==> src/rtl/rf_arb_pkg.sv <==
// Shared defaults and types for the register-file write-port arbiter.
// Consumers import these so that the FIFO entry layout is defined in one place.
package rf_arb_pkg;

  localparam int DEFAULT_DATA_W = 32;
  localparam int DEFAULT_ADDR_W = 5;

  localparam logic [DEFAULT_ADDR_W-1:0] REG_ZERO = '0;

  typedef struct packed {
    logic [DEFAULT_ADDR_W-1:0] addr;
    logic [DEFAULT_DATA_W-1:0] data;
  } wr_req_t;

endpackage

==> src/rtl/reg_write_arbiter_if.sv <==
// Bundles the writeback, MUL/DIV and register-file-side signals of the arbiter.
// The slave modport is the arbiter; the master modport is its surroundings.
interface reg_write_arbiter_if #(
  parameter int DATA_W = 32,
  parameter int ADDR_W = 5
);

  logic                     WB_VALID;
  logic [ADDR_W-1:0]        WB_ADDR;
  logic [DATA_W-1:0]        WB_DATA;
  logic                     WB_READY;
  logic                     MD_VALID;
  logic [ADDR_W-1:0]        MD_ADDR;
  logic [DATA_W-1:0]        MD_DATA;
  logic                     MD_READY;
  logic                     MD_ISSUE;
  logic [ADDR_W-1:0]        MD_ISSUE_ADDR;
  logic [DATA_W-1:0]        RF_IN;
  logic [ADDR_W-1:0]        RF_INADDRESS;
  logic                     RF_WRITE;
  logic [(1<<ADDR_W)-1:0]   PENDING;

  modport slave (
    input  WB_VALID, WB_ADDR, WB_DATA, MD_VALID, MD_ADDR, MD_DATA,
           MD_ISSUE, MD_ISSUE_ADDR,
    output WB_READY, MD_READY, RF_IN, RF_INADDRESS, RF_WRITE, PENDING
  );

  modport master (
    output WB_VALID, WB_ADDR, WB_DATA, MD_VALID, MD_ADDR, MD_DATA,
           MD_ISSUE, MD_ISSUE_ADDR,
    input  WB_READY, MD_READY, RF_IN, RF_INADDRESS, RF_WRITE, PENDING
  );

endinterface

==> src/rtl/md_result_fifo.sv <==
// Small synchronous FIFO holding MUL/DIV results until they win the write port.
// Pointers carry one extra MSB so full and empty are distinguishable.
module md_result_fifo
  import rf_arb_pkg::*;
#(
  parameter int  DEPTH = 2,
  parameter type T     = wr_req_t
) (
  input  logic CLK,
  input  logic RESET,
  input  logic push,
  input  T     push_data,
  input  logic pop,
  output T     head,
  output logic full,
  output logic empty
);

  localparam int PTR_W = $clog2(DEPTH);

  logic [PTR_W:0] wr_ptr_q, wr_ptr_d;
  logic [PTR_W:0] rd_ptr_q, rd_ptr_d;
  T               mem_q [DEPTH];

  assign empty = (wr_ptr_q == rd_ptr_q);
  assign full  = (wr_ptr_q[PTR_W] != rd_ptr_q[PTR_W]) &&
                 (wr_ptr_q[PTR_W-1:0] == rd_ptr_q[PTR_W-1:0]);
  assign head  = mem_q[rd_ptr_q[PTR_W-1:0]];

  // NOTE: every comb output gets a default first so no path leaves it unassigned (no latch).
  always_comb begin
    wr_ptr_d = wr_ptr_q;
    rd_ptr_d = rd_ptr_q;
    if (push && !full)  wr_ptr_d = wr_ptr_q + (PTR_W+1)'(1);
    if (pop  && !empty) rd_ptr_d = rd_ptr_q + (PTR_W+1)'(1);
  end

  // NOTE: state flops use non-blocking assignments so all of them update together at the edge.
  always_ff @(posedge CLK) begin
    if (RESET) begin
      wr_ptr_q <= '0;
      rd_ptr_q <= '0;
    end else begin
      wr_ptr_q <= wr_ptr_d;
      rd_ptr_q <= rd_ptr_d;
    end
  end

  // NOTE: storage is not reset; clearing the pointers is enough to discard its contents.
  always_ff @(posedge CLK) begin
    if (push && !full) mem_q[wr_ptr_q[PTR_W-1:0]] <= push_data;
  end

endmodule

==> src/rtl/reg_write_arbiter.sv <==
// Arbitrates the register file write port between writeback and buffered MUL/DIV
// results, with a starvation guard for MUL/DIV and a pending-destination scoreboard.
module reg_write_arbiter
  import rf_arb_pkg::*;
#(
  parameter int DATA_W       = DEFAULT_DATA_W,
  parameter int ADDR_W       = DEFAULT_ADDR_W,
  parameter int MD_DEPTH     = 2,
  parameter int STARVE_LIMIT = 3
) (
  input logic                CLK,
  input logic                RESET,
  reg_write_arbiter_if.slave bus
);

  localparam int NREG  = 1 << ADDR_W;
  localparam int CNT_W = $clog2(STARVE_LIMIT + 1);
  localparam logic [ADDR_W-1:0] ZERO_ADDR = ADDR_W'(REG_ZERO);

  typedef struct packed {
    logic [ADDR_W-1:0] addr;
    logic [DATA_W-1:0] data;
  } req_t;

  req_t             md_in, head, sel;
  logic             fifo_full, fifo_empty;
  logic             push, force_md, grant_wb, grant_md, do_write;

  logic [CNT_W-1:0]  starve_q, starve_d;
  logic              rf_write_q, rf_write_d;
  logic [DATA_W-1:0] rf_in_q, rf_in_d;
  logic [ADDR_W-1:0] rf_addr_q, rf_addr_d;
  logic [NREG-1:0]   pending_q, pending_d;

  assign md_in = '{addr: bus.MD_ADDR, data: bus.MD_DATA};

  // Ready signals are held low during reset so nothing is accepted then.
  assign force_md     = !fifo_empty && (starve_q == CNT_W'(STARVE_LIMIT));
  assign bus.WB_READY = !RESET && !force_md;
  assign bus.MD_READY = !RESET && !fifo_full;
  assign push         = bus.MD_VALID && bus.MD_READY;
  assign grant_wb     = bus.WB_VALID && bus.WB_READY;
  assign grant_md     = !RESET && !grant_wb && !fifo_empty;

  md_result_fifo #(
    .DEPTH (MD_DEPTH),
    .T     (req_t)
  ) u_md_fifo (
    .CLK       (CLK),
    .RESET     (RESET),
    .push      (push),
    .push_data (md_in),
    .pop       (grant_md),
    .head      (head),
    .full      (fifo_full),
    .empty     (fifo_empty)
  );

  always_comb begin
    sel      = grant_wb ? req_t'{addr: bus.WB_ADDR, data: bus.WB_DATA} : head;
    do_write = (grant_wb || grant_md) && (sel.addr != ZERO_ADDR);

    starve_d = starve_q;
    if (fifo_empty || grant_md)
      starve_d = '0;
    else if (grant_wb && (starve_q != CNT_W'(STARVE_LIMIT)))
      starve_d = starve_q + CNT_W'(1);

    // x0 writes are consumed silently; the data/address outputs keep their last value.
    rf_write_d = do_write;
    rf_in_d    = do_write ? sel.data : rf_in_q;
    rf_addr_d  = do_write ? sel.addr : rf_addr_q;

    // Set is applied after clear so a same-cycle issue to the same register wins.
    pending_d = pending_q;
    if (grant_md)     pending_d[head.addr]          = 1'b0;
    if (bus.MD_ISSUE) pending_d[bus.MD_ISSUE_ADDR] = 1'b1;
    pending_d[0] = 1'b0;
  end

  always_ff @(posedge CLK) begin
    if (RESET) begin
      starve_q   <= '0;
      rf_write_q <= 1'b0;
      rf_in_q    <= '0;
      rf_addr_q  <= '0;
      pending_q  <= '0;
    end else begin
      starve_q   <= starve_d;
      rf_write_q <= rf_write_d;
      rf_in_q    <= rf_in_d;
      rf_addr_q  <= rf_addr_d;
      pending_q  <= pending_d;
    end
  end

  assign bus.RF_WRITE     = rf_write_q;
  assign bus.RF_IN        = rf_in_q;
  assign bus.RF_INADDRESS = rf_addr_q;
  assign bus.PENDING      = pending_q;

endmodule

==> src/flat_wrapper.sv <==
// flat-port wrapper written by rule: the top's interface ports become plain ports
module reg_write_arbiter_flat import rf_arb_pkg::*;
#(
  parameter int DATA_W       = DEFAULT_DATA_W,
  parameter int ADDR_W       = DEFAULT_ADDR_W,
  parameter int MD_DEPTH     = 2,
  parameter int STARVE_LIMIT = 3
)
  (CLK, RESET, bus_WB_VALID, bus_WB_ADDR, bus_WB_DATA, bus_MD_VALID, bus_MD_ADDR, bus_MD_DATA, bus_MD_ISSUE, bus_MD_ISSUE_ADDR, bus_WB_READY, bus_MD_READY, bus_RF_IN, bus_RF_INADDRESS, bus_RF_WRITE, bus_PENDING);
  reg_write_arbiter_if #(.DATA_W(DATA_W), .ADDR_W(ADDR_W)) bus_i ();
  input logic CLK;
  input logic RESET;
  input wire logic [$bits(bus_i.WB_VALID)-1:0] bus_WB_VALID;
  input wire logic [$bits(bus_i.WB_ADDR)-1:0] bus_WB_ADDR;
  input wire logic [$bits(bus_i.WB_DATA)-1:0] bus_WB_DATA;
  input wire logic [$bits(bus_i.MD_VALID)-1:0] bus_MD_VALID;
  input wire logic [$bits(bus_i.MD_ADDR)-1:0] bus_MD_ADDR;
  input wire logic [$bits(bus_i.MD_DATA)-1:0] bus_MD_DATA;
  input wire logic [$bits(bus_i.MD_ISSUE)-1:0] bus_MD_ISSUE;
  input wire logic [$bits(bus_i.MD_ISSUE_ADDR)-1:0] bus_MD_ISSUE_ADDR;
  output wire logic [$bits(bus_i.WB_READY)-1:0] bus_WB_READY;
  output wire logic [$bits(bus_i.MD_READY)-1:0] bus_MD_READY;
  output wire logic [$bits(bus_i.RF_IN)-1:0] bus_RF_IN;
  output wire logic [$bits(bus_i.RF_INADDRESS)-1:0] bus_RF_INADDRESS;
  output wire logic [$bits(bus_i.RF_WRITE)-1:0] bus_RF_WRITE;
  output wire logic [$bits(bus_i.PENDING)-1:0] bus_PENDING;
  assign bus_i.WB_VALID = bus_WB_VALID;
  assign bus_i.WB_ADDR = bus_WB_ADDR;
  assign bus_i.WB_DATA = bus_WB_DATA;
  assign bus_i.MD_VALID = bus_MD_VALID;
  assign bus_i.MD_ADDR = bus_MD_ADDR;
  assign bus_i.MD_DATA = bus_MD_DATA;
  assign bus_i.MD_ISSUE = bus_MD_ISSUE;
  assign bus_i.MD_ISSUE_ADDR = bus_MD_ISSUE_ADDR;
  assign bus_WB_READY = bus_i.WB_READY;
  assign bus_MD_READY = bus_i.MD_READY;
  assign bus_RF_IN = bus_i.RF_IN;
  assign bus_RF_INADDRESS = bus_i.RF_INADDRESS;
  assign bus_RF_WRITE = bus_i.RF_WRITE;
  assign bus_PENDING = bus_i.PENDING;
  reg_write_arbiter #(.DATA_W(DATA_W), .ADDR_W(ADDR_W), .MD_DEPTH(MD_DEPTH), .STARVE_LIMIT(STARVE_LIMIT)) u_core (.CLK(CLK), .RESET(RESET), .bus(bus_i));
endmodule
==> config.mk <==
export PLATFORM = sky130hd
export DESIGN_NAME = reg_write_arbiter_flat
export DESIGN_NICKNAME = d
export VERILOG_FILES = /design/src/rtl/rf_arb_pkg.sv /design/src/rtl/reg_write_arbiter_if.sv /design/src/rtl/md_result_fifo.sv /design/src/rtl/reg_write_arbiter.sv /design/src/flat_wrapper.sv
export SDC_FILE = /design/constraint.sdc
export NUM_CORES = 1
export LEC_CHECK = 0
export CAP_MARGIN = 20
export CORE_UTILIZATION = 49
export DETAILED_ROUTE_END_ITERATION = 7
export GPL_TIMING_DRIVEN = 0
export PLACE_DENSITY = 0.79
export SLEW_MARGIN = 5
export SYNTH_ARGS = -nofsm -noshare
export SYNTH_HDL_FRONTEND = slang
export SYNTH_SLANG_ARGS = --single-unit
==> constraint.sdc <==
create_clock -name CLK -period 3.1 [get_ports CLK]
set_input_delay 0.465 -clock CLK [delete_from_list [all_inputs] [get_ports CLK]]
set_output_delay 0.465 -clock CLK [all_outputs]
set_load 0.02 [all_outputs]
==> summary by stage, run 1 <==
Place
The half-perimeter wire length after placement is 11000 um. The congestion estimate from routability-driven global placement came to 0.879. Input and output buffers added on the ports amount to ~150. Once placement finished, the instance area stood at 7940 um^2.

Synthesis
The portion of the post-synthesis area used by sequential elements is about 61%. The total nets after synthesis is 619. The synthesized design contains 74 enable-type register cells. Yosys printed 0 warnings. The mean instance size in the synthesized netlist is 11.5 um^2. The synthesized netlist occupies a cell area of between 6000 and 7000 um^2. Of all flip-flops after synthesis, the portion carrying an async set or reset was 0%.

The flip-flop cell with the highest count after synthesis is sky130_fd_sc_hd__dfxtp_1. The number of distinct library cell variants in the gate-level netlist after synthesis is slightly above 50. In this run, synthesis produced a sequential element count of 150. Synthesis produced ~530 cells.

Layout
At the end of the flow, the number of nets in the layout was between 700 and 800. 0 antenna diodes ended up in the layout. Relative to the synthesized area, the layout overhead comes to 38.6%. The core utilization of the finished layout is 70.1%. Of the cells placed in the final design, the portion with a size suffix greater than 1 is about 8.4%. The finished cells cover 8500 um^2.

Timing
After layout, the worst path uses between 90% and 100% of the clock period. The worst pin sits at a relative slew slack of 58.2%. The slew at the pin with the worst max-slew slack is roughly 0.63 ns. The maximum clock frequency is 0.341 GHz.

Setup repair after global routing left no endpoint under its margin. The routed design could run at a clock period as short as about 3 ns. The tightest hold path in the finished design has a slack of around 0.45 ns. The setup-violating endpoint count in the final report is 0. The final hold violation count is 0.

The setup TNS is 0 ns. The final clock skew is 0.00971 ns. The max-slew violation count is 0.

Detailed routing
The average detailed-routed wire length per instance is 17.4 um. Using the TritonRoute via totals, the vias-per-cell ratio works out to about 5.5. The count of routing violations after the opening detailed-route iteration is roughly 330. The first detailed-routing pass ran for 5 iterations. Wires add up to 15500 um. Once detail routing completed, the nets flagged for antenna violations numbered 0. The number of remaining DRC errors is 0. The detailed router placed 4884 vias in this run.

Worst setup path
The kind of critical path is in -> out. For the worst setup path, the data required time is between 2 and 3 ns. Among cell families on the critical path, the largest total delay comes from buffers and inverters.

Among all stages on the critical path, the largest delay is contributed by sky130_fd_sc_hd__clkdlybuf4s50_1. The maximum fanout encountered on the critical timing path is 10. The nature of the critical path startpoint is an input pin. By instance count, the cell type seen most on the critical path is sky130_fd_sc_hd__clkdlybuf4s50_1. Counting both buffers and inverters, the worst setup path holds a total of 4. The kind of capture point of the worst setup path is a primary output. In this design, the stage delay of the slowest critical-path cell is between 0.6 and 0.7 ns. For the worst flop-to-flop path, the logic depth is 7. The worst setup slack for register-to-register paths is 0.67 ns. The worst reg2reg path endpoint is u_core.bus.RF_IN[24]$_SDFFE_PP0P_. Traced cell by cell, the critical path runs through clkdlybuf4s50_1, clkbuf_2, clkbuf_1, nor2_1, clkdlybuf4s50_1. Data arrives at the worst endpoint at about 2.5 ns.

Power
The leakage dissipation is about 3.1 nW. The total power is roughly 5.1 mW. Power spread over the standard cell area amounts to about 600 nW/um^2. The worst-case IR drop observed on VDD is 0.000326 V.

Floorplanning
The floorplan step defined a die boundary enclosing between 10000 and 15000 um^2. The initialized floorplan defines 40 standard-cell rows. For this configuration, the core starts out at a cell density of about half.

The area of the core is around 12000 um^2. The die is about 110 um wide. In this run the count of I/O pins placed on the die edge is between 150 and 200. Measured along the y axis, the die boundary spans ~110 um.

Clock network
The clock-pin slew reported for the worst setup and hold paths after clock tree synthesis is approximately 0.060 ns. The maximum clock path buffer count is 2. The number of buffers created by CTS is 17.

The cts-stage hold buffer count is 0. For the worst-skew pair, the clock arrives at the later sink with an insertion delay of 0.42 ns. The count of cells resized by post-cts repair is 0. The TritonCTS clock tree is built. The CTS H-tree depth is 4.

In this run the post-CTS setup repair buffer count came out at 0. The clock root buffer master is sky130_fd_sc_hd__clkbuf_16. CTS saw 150 sinks.

Status
The run finished with clean final reports.

Global routing
In the global route stage, overall resource usage came out at 24.3%. The maximum number of pins on one net before global-route repair is 36. The number of antenna violations at the first check in global routing was 0.

The final global-route overflow total is 0. The via count of the first global-routing pass is about 5000. The wire length of the first global-routing pass is about 24000 um.

Hold path
The start point of the worst min-delay path is u_core.starve_q[0]$_SDFFE_PP0P_. The worst hold endpoint is u_core.starve_q[0]$_SDFFE_PP0P_. The worst hold path stage count is 1. The path class of the tightest hold or removal check is reg -> reg.

Run
The total of max-cap violations is 0.
==> stage by stage <==
step / setup WS (ns) / cells
global route: 0.0691 / 890
finish: 0.169 / 890
global placement: -0.260 / 856
floorplan: 0.524 / 534
CTS: 0.0168 / 890
detailed placement: 0.0292 / 858
==> power by group <==
part,leakage (nW),switching [mW],internal [mW],total [mW]
logic,1.48,0.481,0.436,0.917
registers,1.30,0.0671,2.21,2.28
clock network,0.270,0.829,1.11,1.93
==> placed cells by master (no fill, tap or decap), drive strengths merged, types with 2 or more instances in the layout <==
master	count
nor2	13
dfxtp	76
edfxtp	74
xor2	4
a21boi	2
clkinv	9
a21oi	87
inv	6
nand3	4
and3b	3
or3b	2
clkinvlp	3
mux2	3
o211ai	15
buf	16
xnor2	4
clkbuf	39
o22ai	3
and2	2
or4	2
mux2i	69
nor3b	3
clkdlybuf4s50	154
nand3b	3
nand2	65
and3	2
nor3	2
nand2b	6
o21ai	35
o32ai	2
==> metal layers <==
layer,part of all wire [%],vias to the layer above,wire length [um],GRT usage [%]
met5,0,-,0,0
met4,2.3,0,355,11.6
met3,5.9,31,914,5.79
met2,50,193,7800,42.0
met1,41,2352,6410,28.7
li1,-,2308,-,-
==> area by class of cell <==
| class | count | area (um^2) |
|---|---|---|
| well taps | 168 | 210 |
| clock inverters | 15 | 130 |
| inverters | 4 | 15.0 |
| plain buffers | 36 | 186 |
| fillers | 898 | 3620 |
| repair buffers | 156 | 1590 |
| multi-input cells | 344 | 2200 |
| clock buffers | 17 | 425 |
| flip-flops and latches | 150 | 3740 |
==> how the worst max path moves through the flow <==
| stage | depth (start not counted) | start | to | slack (ns) |
|---|---|---|---|---|
| detailed placement | 5 | RESET | bus_WB_READY | 0.03 |
| CTS | 5 | RESET | bus_WB_READY | 0.02 |
| global placement | 4 | RESET | u_core.u_md_fifo.mem_q[0][6]$_DFFE_PP_ | -0.26 |
| floorplan | 4 | u_core.u_md_fifo.rd_ptr_q[1]$_SDFFE_PP0P_ | u_core.u_md_fifo.mem_q[0][0]$_DFFE_PP_ | 0.52 |
| finish | 5 | RESET | bus_WB_READY | 0.17 |
| global route | 5 | RESET | bus_WB_READY | 0.07 |
==> flip-flops by register name (all words and copies together) (netlist names), named ones only <==
signal                     count
u_core.bus.PENDING            31
u_core.bus.RF_IN              32
u_core.bus.RF_INADDRESS        5
u_core.bus.RF_WRITE            1
u_core.starve_q                2
u_core.u_md_fifo.mem_q        74
u_core.u_md_fifo.rd_ptr_q      2
u_core.u_md_fifo.wr_ptr_q      2
==> cell usage after synthesis, types with 3 or more instances <==
cell | count | area share [%]
sky130_fd_sc_hd__a21oi_1 | 87 | 7.1
sky130_fd_sc_hd__dfxtp_1 | 76 | 25
sky130_fd_sc_hd__edfxtp_1 | 74 | 36
sky130_fd_sc_hd__mux2i_1 | 69 | 11
sky130_fd_sc_hd__nand2_1 | 65 | 4.0
sky130_fd_sc_hd__clkbuf_1 | 22 | 1.3
sky130_fd_sc_hd__o21ai_0 | 18 | 1.5
sky130_fd_sc_hd__o21ai_1 | 16 | 1.3
sky130_fd_sc_hd__o211ai_1 | 15 | 1.8
sky130_fd_sc_hd__nor2_1 | 13 | 0.80
sky130_fd_sc_hd__buf_2 | 7 | 0.57
sky130_fd_sc_hd__nand2b_1 | 6 | 0.61
sky130_fd_sc_hd__nand3_1 | 4 | 0.33
sky130_fd_sc_hd__xnor2_1 | 4 | 0.57
sky130_fd_sc_hd__and3b_1 | 3 | 0.43
sky130_fd_sc_hd__buf_8 | 3 | 0.73
sky130_fd_sc_hd__nand3b_1 | 3 | 0.37
sky130_fd_sc_hd__nor3b_1 | 3 | 0.37
sky130_fd_sc_hd__o22ai_1 | 3 | 0.31
==> kinds of logic after synthesis <==
group,synth area share (%)
AO/OA/AOI/OAI,13.6
flip-flops,61.1
AND/OR/NAND/NOR,8.57
multiplexers,11.8
buffers and inverters,3.27
XOR/XNOR,1.39
adder cells (fa/ha/maj),0.204
other,0.0612
Power figures use the tool's default switching activity.
==> inputs of run 2 (changes only) <==
- CAP_MARGIN: 20 -> unset
- CELL_PAD_IN_SITES_DETAIL_PLACEMENT: unset -> 1
- CELL_PAD_IN_SITES_GLOBAL_PLACEMENT: unset -> 2
- CORE_UTILIZATION: 49 -> 31
- PLACE_DENSITY: 0.79 -> 0.78
- clock period: 3.1 -> 2.7 ns (I/O delays scaled with it)
==> run 2 against run 1 <==
Compared with the run above: global-route usage down 5.5 points; wire length up 18%; core utilization down 25 points; die area up 57%; clock skew up 0.0026 ns; register-to-register slack worse by 0.41 ns; total power up 20%; non-clock buffer count unchanged; setup slack better by 0.029 ns; critical path type unchanged.
==> summary by stage, run 2 (synthesized netlist as in run 1, its figures left out) <==
Status
The flow ran to the end, and the final reports show no timing, DRC or antenna violations.

Clock network
In this run the post-CTS setup repair buffer count came out at 0. TritonCTS built the clock tree. No sink is reached through more buffers than the 2 on the longest clock path. For the worst-skew pair, the clock arrives at the later sink with an insertion delay of ~0.42 ns.

The clock drives 150 sinks. The H-tree generated during clock tree synthesis spans 4 levels. The number of buffers created by CTS is 17. The root buffer cell chosen for the clock tree is sky130_fd_sc_hd__clkbuf_16. The clock-pin slew reported for the worst setup and hold paths after clock tree synthesis is approximately 0.06 ns.

Timing
The worst max-slew margin expressed relative to the limit is 53.0%. The slew at the pin with the worst max-slew slack is roughly 0.7 ns. The final critical path takes up between 90 and 100% of the cycle. The setup-violating endpoint count in the final report is 0. The max-slew violation count is 0. The final clock skew is approximately 0.012 ns. Derived from the worst setup path, the maximum achievable clock frequency is 0.400 GHz. The clock period minus final worst setup slack is approximately 2.5 ns. The final hold violation count was 0. Setup repair after global routing left no endpoint under its margin.

Power
The worst-case IR drop observed on VDD is between 0.0004 and 0.0005 V. The leakage dissipation is 3.08 nW. The total power divided by cell area is between 700 and 800 nW/um^2.

Hold path
The path class of the lowest-slack min-delay path is reg -> reg.

Worst setup path
The worst register-to-register path has a depth of 7. The standard cell with the maximum stage delay on the critical path is sky130_fd_sc_hd__clkdlybuf4s50_1. Along the worst path, the maximum fanout reaches 10. The most critical setup path has its endpoint at bus_WB_READY. The critical path launch point is RESET.

The kind of capture point of the worst setup path is a primary output. The startpoint of the worst register-to-register path is u_core.u_md_fifo.wr_ptr_q[0]$_SDFFE_PP0N_. The largest stage delay on the critical path is 0.65 ns. The category of cells accounting for the largest share of critical-path delay is buffers and inverters. For the worst setup path, the data arrival time is roughly 2.1 ns. Walking the worst path, the cells encountered are clkdlybuf4s50_1, clkbuf_2, clkbuf_2, nor2_1, dlygate4sd2_1. The critical path runs through a total of 5 cells. The worst reg2reg path endpoint is u_core.bus.RF_IN[28]$_SDFFE_PP0P_. The cell that appears most often on the critical path is sky130_fd_sc_hd__clkbuf_2. STA puts the critical path data required time at roughly 2.3 ns. The number of buffers and inverters on the critical path is 4. The setup check on the worst reg-to-reg path leaves a slack of 0.26 ns. The kind of critical path is in -> out. The worst setup path is launched from an input pin.

Run
Max-cap violations in this run came to 0.

Detailed routing
Dividing the detail-routed wire length by the instance count gives 18.6 um. The number of nets still failing antenna checks after routing is 0. The count of routing violations after the opening detailed-route iteration is 165. The sum of routed wire length over all layers is approximately 18000 um. The routed via count divided by cell count is 4.88.

For this run, the detailed router's first-pass iteration total came to 4. Detailed routing inserted a total of 4817 vias. The number of remaining DRC errors is 0.

Floorplanning
The starting utilization of the core area is a little under a third. The floorplan step defined a die boundary enclosing between 20000 and 25000 um^2. The vertical extent of the die is between 100 and 150 um. The x dimension of the die is between 100 and 150 um. The number of core rows is between 50 and 60. 156 I/O pins were placed. The core region is between 15000 and 20000 um^2.

Layout
Of the cells placed in the final design, the portion with a size suffix greater than 1 is 8.45%. The post-layout instance count excluding filler cells is 987. The most frequent standard cell in the layout excluding fill and tap cells is sky130_fd_sc_hd__clkdlybuf4s50_1. The number of nets in the final layout is between 700 and 800.

Compared with the post-synthesis result, the final layout area differs by 41.5%. The number of diodes is 0. In the layout the commonest cells are sky130_fd_sc_hd__clkdlybuf4s50_1, sky130_fd_sc_hd__a21oi_1, sky130_fd_sc_hd__dfxtp_1, sky130_fd_sc_hd__edfxtp_1, sky130_fd_sc_hd__mux2i_1. The finished cells cover between 8000 and 9000 um^2. The count of fill cells added during filler insertion is ~2100. The flip-flop count of the largest register, all copies and words added is 74.

Global routing
The via count of the first global-routing pass is approximately 5400. The number of antenna violations at the first check in global routing is 0. The first global-routing pass estimated ~29000 um of wire. The total global-route track usage is 18.8%. For this run the aggregate overflow at the end of global routing stands at 0. The maximum number of pins on one net before global-route repair is 21.

Place
After detailed placement, the design holds a cell count of roughly 960. The routability-driven placement congestion ratio is approximately 0.81. Buffers placed on the I/O ports in this run total 154. The wire-length estimate of the detail-placed layout is about 14000 um.

The standard cell area after detailed placement is 8070 um^2.
[run 2: changes by cell type in the layout (fill, tap and decap cells not counted), moves of 2 or more]
cell / previous run / this run
sky130_fd_sc_hd__clkinv_2: 5 / 1
sky130_fd_sc_hd__clkbuf_1: 21 / 19
sky130_fd_sc_hd__clkbuf_2: 1 / 3
sky130_fd_sc_hd__clkinv_1: 1 / 3
sky130_fd_sc_hd__bufinv_16: 1 / 3
[run 2: report_power, final]
group	internal (mW)	switching [mW]
logic	0.501	0.571
registers	2.54	0.0758
clock network	1.46	1.00
[run 2: worst register-to-register path, stage by stage (launching register included)]
cell and delay [ns]:
sky130_fd_sc_hd__dfxtp_1 0.52, sky130_fd_sc_hd__xor2_2 0.17, sky130_fd_sc_hd__o21ai_2 0.44, sky130_fd_sc_hd__and2_4 0.24, sky130_fd_sc_hd__buf_2 0.23, sky130_fd_sc_hd__clkbuf_1 0.44, sky130_fd_sc_hd__a21oi_1 0.15, sky130_fd_sc_hd__mux2i_1 0.17
[run 2: how the worst min path moves through the flow]
stage,start,endpoint,slack [ns],cells after the start
5_1_grt,u_core.starve_q[0]$_SDFFE_PP0P_,u_core.starve_q[0]$_SDFFE_PP0P_,0.47,1
3_3_place_gp,u_core.starve_q[0]$_SDFFE_PP0P_,u_core.starve_q[0]$_SDFFE_PP0P_,0.42,1
4_1_cts,u_core.starve_q[0]$_SDFFE_PP0P_,u_core.starve_q[0]$_SDFFE_PP0P_,0.44,1
2_1_floorplan,u_core.starve_q[0]$_SDFFE_PP0P_,u_core.starve_q[0]$_SDFFE_PP0P_,0.41,1
6_report,u_core.starve_q[0]$_SDFFE_PP0P_,u_core.starve_q[0]$_SDFFE_PP0P_,0.44,1
3_5_place_dp,u_core.starve_q[0]$_SDFFE_PP0P_,u_core.starve_q[0]$_SDFFE_PP0P_,0.43,1
[run 2: layer usage]
layer,GRT usage (%),routed length [um],vias to the layer above
met2,33.4,9180,128
met4,6.56,292,0
met5,0,0,-
li1,-,-,2294
met1,21.1,7630,2375
met3,6.00,1230,20
[run 2: per-stage QoR]
step	TNS (ns)	setup WS (ns)	power, mW	util [%]	hold slack, ns
after floorplan	0	0.124	3.25	-	0.408
after global placement	-49.06	-0.724	3.70	41.3	0.420
after detailed placement	-0.363	-0.363	3.75	41.6	0.432
after CTS	0	0.159	6.21	44.7	0.441
after global routing	0	0.00696	6.37	44.7	0.468
final	0	0.198	6.15	44.7	0.439
[run 2: timing repair]
action                     in CTS  in global routing
pin swaps                       0                  0
resized for setup               3                  2
cloned                          0                  0
hold endpoints to repair        0                  0
hold buffers                    0                  0
setup endpoints to repair       1                  5
[run 2: layout make-up]
cell class	instances	area, um^2	area share, %
Sequential cell	150	3740	43.2
Multi-Input combinational cell	344	2200	25.3
Timing Repair Buffer	156	1600	18.4
Clock buffer	17	425	4.90
Tap cell	265	332	3.82
Buffer	36	189	2.18
Clock inverter	15	178	2.05
Inverter	4	15.0	0.173
==> inputs of run 3 (changes only) <==
- GPL_ROUTABILITY_DRIVEN: unset -> 0
==> results of run 3 <==
The final DEF is identical to that of run 2; final timing and power are the same.
